==> src/rtl/systolic_pkg.sv <==
`default_nettype none
// ============================================================================
//  Module   : systolic_pkg
//  Purpose  : Shared types and constants for the systolic result path.
//             Holds the drain state enum, the result geometry and a word
//             selector helper used to pick one 32-bit word out of the
//             512-bit result block (word 0 is the most significant word).
//  Revision : 1.0  initial release
// ============================================================================
package systolic_pkg;

    localparam int NUM_WORDS = 16;
    localparam int WORD_W    = 32;
    localparam int RES_W     = 512;
    localparam int IDX_W     = 4;

    typedef enum logic [0:0] {
        ST_IDLE  = 1'b0,
        ST_DRAIN = 1'b1
    } drain_state_t;

    // Word k lives at res[RES_W-1-WORD_W*k -: WORD_W]; shifting left by
    // 32*k brings it to the top so a constant slice can pick it.
    function automatic logic [WORD_W-1:0] pick_word(
        input logic [RES_W-1:0] res,
        input logic [IDX_W-1:0] k
    );
        logic [RES_W-1:0] shifted;
        shifted = res << {k, 5'b0_0000};
        return shifted[RES_W-1 -: WORD_W];
    endfunction

endpackage
`default_nettype wire

==> src/rtl/result_sat.sv <==
`default_nettype none
// ============================================================================
//  Module   : result_sat
//  Purpose  : Combinational clamp of a signed 32-bit result word into the
//             signed 16-bit range, sign-extended back to 32 bits.
//  Ports    : word_in  - raw signed 32-bit word
//             word_out - clamped, sign-extended word
//             sat      - high when word_in was outside [-32768, 32767]
//  Revision : 1.0  initial release
// ============================================================================
module result_sat
    import systolic_pkg::*;
(
    input  logic [WORD_W-1:0] word_in,
    output logic [WORD_W-1:0] word_out,
    output logic              sat
);

    localparam logic signed [WORD_W-1:0] C_MAX = 32'sd32767;
    localparam logic signed [WORD_W-1:0] C_MIN = -32'sd32768;

    always_comb begin
        word_out = word_in;
        sat      = 1'b0;
        if ($signed(word_in) > C_MAX) begin
            word_out = C_MAX;
            sat      = 1'b1;
        end else if ($signed(word_in) < C_MIN) begin
            word_out = C_MIN;
            sat      = 1'b1;
        end
    end

endmodule
`default_nettype wire

==> src/rtl/result_drain.sv <==
`default_nettype none
// ============================================================================
//  Module   : result_drain
//  Purpose  : Captures a 4x4 block of 32-bit matrix results on the rising
//             edge of res_valid and streams it out one word per handshake
//             (row-major, C[0][0] first) on a valid/ready interface.
//  Ports    : clk, reset (async, active-low)
//             res_valid, res_data[511:0]   - result block from the core
//             out_valid, out_ready         - stream handshake
//             out_data[31:0], out_idx[3:0], out_last - stream payload
//             busy      - high while draining
//             drop_err  - sticky, a result arrived mid-drain and was lost
//             sat_flag  - sticky, a word was clamped
//  Config   : RESULT_SAT_EN - when defined, words are clamped to the signed
//             16-bit range through result_sat; otherwise passed unchanged
//             and sat_flag is tied low.
//  Revision : 1.0  initial release
// ============================================================================
module result_drain
    import systolic_pkg::*;
(
    input  logic              clk,
    input  logic              reset,
    input  logic              res_valid,
    input  logic [RES_W-1:0]  res_data,
    output logic              out_valid,
    input  logic              out_ready,
    output logic [WORD_W-1:0] out_data,
    output logic [IDX_W-1:0]  out_idx,
    output logic              out_last,
    output logic              busy,
    output logic              drop_err,
    output logic              sat_flag
);

    drain_state_t      r_state;
    logic              r_res_valid_q;
    logic              r_armed;
    logic [RES_W-1:0]  r_hold;
    logic [IDX_W-1:0]  r_cnt;
    logic              r_out_valid;
    logic              r_out_last;
    logic [WORD_W-1:0] r_out_data;
    logic              r_drop_err;

    logic              w_capture;
    logic              w_handshake;
    logic              w_last_hs;
    logic              w_load;
    logic              w_advance;
    logic [IDX_W-1:0]  w_next_idx;
    logic [WORD_W-1:0] w_raw_word;
    logic [WORD_W-1:0] w_word;

    // r_armed only rises once res_valid has been seen low after reset, so a
    // level held high across reset can never look like a fresh edge.
    assign w_capture   = res_valid & ~r_res_valid_q & r_armed;
    assign w_handshake = r_out_valid & out_ready;
    assign w_last_hs   = w_handshake & r_out_last;
    // A new block is taken when idle, or back-to-back on the final handshake.
    assign w_load      = w_capture & ((r_state == ST_IDLE) | w_last_hs);
    assign w_advance   = w_handshake & ~r_out_last;
    assign w_next_idx  = w_load ? '0 : r_cnt + 1'b1;
    assign w_raw_word  = w_load ? res_data[RES_W-1 -: WORD_W]
                                : pick_word(r_hold, w_next_idx);

`ifdef RESULT_SAT_EN
    logic w_sat;
    logic r_sat_flag;

    result_sat u_sat (
        .word_in  (w_raw_word),
        .word_out (w_word),
        .sat      (w_sat)
    );

    always_ff @(posedge clk or negedge reset) begin
        if (!reset) begin
            r_sat_flag <= 1'b0;
        end else if (w_sat && (w_load || w_advance)) begin
            r_sat_flag <= 1'b1;
        end
    end

    assign sat_flag = r_sat_flag;
`else
    assign w_word   = w_raw_word;
    assign sat_flag = 1'b0;
`endif

    always_ff @(posedge clk or negedge reset) begin
        if (!reset) begin
            r_state       <= ST_IDLE;
            r_res_valid_q <= 1'b0;
            r_armed       <= 1'b0;
            r_hold        <= '0;
            r_cnt         <= '0;
            r_out_valid   <= 1'b0;
            r_out_last    <= 1'b0;
            r_out_data    <= '0;
            r_drop_err    <= 1'b0;
        end else begin
            r_res_valid_q <= res_valid;
            if (!res_valid) begin
                r_armed <= 1'b1;
            end
            // Any capture that cannot be loaded lands in the middle of a drain.
            if (w_capture && !w_load) begin
                r_drop_err <= 1'b1;
            end

            if (w_load || w_advance) begin
                r_cnt       <= w_next_idx;
                r_out_data  <= w_word;
                r_out_last  <= (w_next_idx == IDX_W'(NUM_WORDS - 1));
                r_out_valid <= 1'b1;
            end

            case (r_state)
                ST_IDLE: begin
                    if (w_load) begin
                        r_hold  <= res_data;
                        r_state <= ST_DRAIN;
                    end
                end
                ST_DRAIN: begin
                    if (w_load) begin
                        r_hold <= res_data;
                    end else if (w_last_hs) begin
                        r_state     <= ST_IDLE;
                        r_out_valid <= 1'b0;
                        r_out_last  <= 1'b0;
                    end
                end
                default: r_state <= ST_IDLE;
            endcase
        end
    end

    assign out_valid = r_out_valid;
    assign out_data  = r_out_data;
    assign out_idx   = r_cnt;
    assign out_last  = r_out_last;
    assign busy      = (r_state == ST_DRAIN);
    assign drop_err  = r_drop_err;

endmodule
`default_nettype wire
==> config.mk <==
export PLATFORM = sky130hd
export DESIGN_NAME = result_drain
export DESIGN_NICKNAME = d
export VERILOG_FILES = /design/src/rtl/systolic_pkg.sv /design/src/rtl/result_sat.sv /design/src/rtl/result_drain.sv
export SDC_FILE = /design/constraint.sdc
export NUM_CORES = 1
export LEC_CHECK = 0
export ABC_CLOCK_PERIOD_IN_PS = 2300
export BUFFER_PORTS_ARGS = -buffer_cell sky130_fd_sc_hd__buf_2
export CAP_MARGIN = 20
export CORE_UTILIZATION = 30
export CTS_CLUSTER_SIZE = 20
export DETAILED_ROUTE_END_ITERATION = 10
export PLACE_DENSITY = 0.59
export SYNTH_ARGS = -nofsm -noshare
export SYNTH_HDL_FRONTEND = slang
export SYNTH_SLANG_ARGS = --single-unit
==> constraint.sdc <==
create_clock -name clk -period 2.3 [get_ports clk]
set_input_delay 0.23 -clock clk [delete_from_list [all_inputs] [get_ports clk]]
set_output_delay 0.23 -clock clk [all_outputs]
set_load 0.01 [all_outputs]
==> impl_metrics.ini <==
[logic_synthesis]
synth_seq_cells = 554
postSynthAreaPerCell_um2 = 8.49
synth-seq-area-share = 0.537
synth_cell_types = 64
syn_inst = 3043
synth_edf_count = 0
synth_fp_nets = 3560
yosys-top-cells-area = dfrtp_1 54%, nand2_1 24%, mux2i_1 2.6%
synth_top_area_share = 0.537
synth_top_area_cell = dfrtp_1
yosys_warnings = 0
async_flop_share = 1.00
ys.flop_type = dfrtp_1
syn_area_mm2 = 0.0258

[worst_setup_path]
crit_family = buffers and inverters
worstPathRequired_ps = 2820
cp_max_fo = 16
path_class = reg -> reg
critPathMaxStageDelay_ps = 580
worstPathArrival_ps = 2900
crit_path_start_kind = flip-flop
cpMostUsedCell = buf_4
crit_path_end_kind = flip-flop
critPathSlowestCell = mux4_2
path_cells = buf_4, buf_16, buf_4, mux4_2, o211ai_1, a22o_1, nand2_1
cp_num_buf_inv = 3

[run]
maxCapViolations = 0

[placement]
dp_hpwl_um = 88900
place_ws_ps = -223
gp_congestion = 0.960
port-buffer-count = 555

[route]
drt_iter0_drc = 2144
viasPerCell = 5.03
antenna_left = 0
first_pass_iters = 8
drc = 0
wire_per_inst_um = 22.7
wl_um = 123000
num_vias = 27300

[global_routing]
grt_pass1_wl_um = 176000
antenna_found_initial = 45
grtUsageTotal = 0.273
grt_pass1_vias = 27300
grt-ovfl-total = 0
grt_start_max_net_pins = 137

[die]
start_util = 0.303
die-area_mm2 = 0.0873
core_mm2 = 0.0853
rows = 107
die_h_um = 295
die_width_um = 295
ios = 557

[finish]
area_growth_pct = 53.1
fillerInstances = 8249
drive_gt1_frac = 0.246
nets = 4729
final_util = 0.464
final_common_cell = nand2_1
layout_common_cells = 1,655 x nand2_1, 555 x buf_2, 553 x dfrtp_1, 515 x dlygate4sd3_1, 180 x buf_4

[cts]
tritoncts = built
h-tree-depth = 2
cts_sinks = 554
cts.path.max_buffers = 3
cts_buffers = 61
cts_root_buf = clkbuf_16
insertion_delay_ps = 650
clk_pin_slew_ps = 70

[timing]
rsz0062_at_grt = yes
hold_viol_final = 0
slew_viol_final = 0
setup_viol = 2
tightest_slew_ps = 709
final.setup.worst_slack_ps = -81.0
timing.fmax_mhz = 420
finalCriticalPeriod_ps = 2380
clock-skew-final_ps = 25.0
max_slew_margin = 0.527
period_share = 1.04

[power]
p_int_w = 0.0322
switching_share = 0.425
totalPowerFinal_w = 0.0561
clockPowerShare = 0.183
pwr-share-comb = 0.495
p_leak_nw = 20.0
seqPwrFrac = 0.322
vdd_drop_max_mv = 0.698
p_per_area_mw_per_mm2 = 1420
p_switching_w = 0.0238

[outcome]
failed_checks = negative setup slack
status = finished with violations

[min_path]
hp-class = in -> async
==> layout make-up <==
class / count / area [µm²] / area share
flip-flops and latches: 554 / 13900 / 0.351
multi-input cells: 2278 / 11700 / 0.295
repair buffers: 1313 / 10400 / 0.264
well taps: 1144 / 1430 / 0.0362
clock inverters: 24 / 273 / 0.00690
diodes: 24 / 60.1 / 0.00152
clock buffers: 88 / 1800 / 0.0455
inverters: 4 / 15.0 / 0.000380
==> routing by layer <==
metal | up-vias | global-route usage | wire length, µm
met4 | 44 | 0.118 | 5730
met5 | - | 0 | 280
met2 | 1263 | 0.430 | 56000
met3 | 334 | 0.0695 | 10400
met1 | 13300 | 0.355 | 50600
li1 | 12400 | - | -
==> state kept, by name, indices dropped and copies added, names as in the netlist <==
name and flops:
out_data 32, busy 1, drop_err 1, r_hold 512, out_last 1, r_armed 1, out_valid 1, r_res_valid_q 1
out_idx 4
==> kinds of logic after synthesis <==
| family | share of synthesized area |
|---|---|
| AND/OR/NAND/NOR | 0.268 |
| flip-flops | 0.537 |
| AO/OA/AOI/OAI | 0.0945 |
| buffers and inverters | 0.0355 |
| multiplexers | 0.0622 |
| XOR/XNOR | 0.00228 |
| adder cells (fa/ha/maj) | 0.000484 |
| other | 0.000145 |
==> per-stage QoR <==
stage / cells / area, µm² / TNS [ps] / hold WS, ps
CTS: 5391 / 38900 / -15.3 / 182
global route: 5421 / 39500 / -790 / 206
finish: 5429 / 39500 / -91.5 / 168
floorplan: 3043 / 25800 / 0 / -65.6
global placement: 4745 / 31200 / -1860 / 261
detailed placement: 4745 / 31200 / -2610 / 268
==> Yosys cell counts (all sizes together) (4+ instances only) <==
cell     count
nand4        4
mux2i       66
a211o       10
o22ai       21
o21ai       46
a221oi      15
o31ai        6
inv          4
a31oi       13
o221ai      60
nand2b       5
and3         4
buf        116
a2111oi      8
dfrtp      554
a32oi       11
a211oi       6
a22oi        7
o211ai      28
nand2     1664
mux2        30
nand3       31
nor2        57
clkbuf      91
and2         5
a21oi       81
a222oi       4
nand3b       4
nor3        18
a22o         5
mux4        27
==> power by group through the flow <==
stage | sequential [W] | clock [W] | combinational, W
detailed placement | 0.0179 | 0 | 0.0238
CTS | 0.0178 | 0.0104 | 0.0259
global placement | 0.0178 | 0 | 0.0235
finish | 0.0180 | 0.0103 | 0.0278
global route | 0.0184 | 0.0107 | 0.0296
floorplan | 0.0167 | 0 | 0.0130
==> path summary, 6_finish.rpt <==
kind                           endpoint  cells after the start  slack [ps]           from
setup / recovery           out_data[26]                      7         -80     out_idx[0]
hold / removal              r_hold[289]                      2         170          reset
setup reg to reg           out_data[26]                      7         -80     out_idx[0]
hold reg to reg             r_hold[303]                      2         470    r_hold[303]
max in group asynchronous    r_hold[16]                      3        1220          reset
min in group clk            r_hold[275]                      4         300  res_data[275]
==> what timing repair did <==
action,in CTS,in global routing
resized for setup,49,95
hold endpoints to repair,567,0
gates cloned,3,3
setup buffers,17,12
hold buffers,515,0
pin swaps,15,24
setup endpoints to repair,30,71
(Power assumes the default switching activity.)
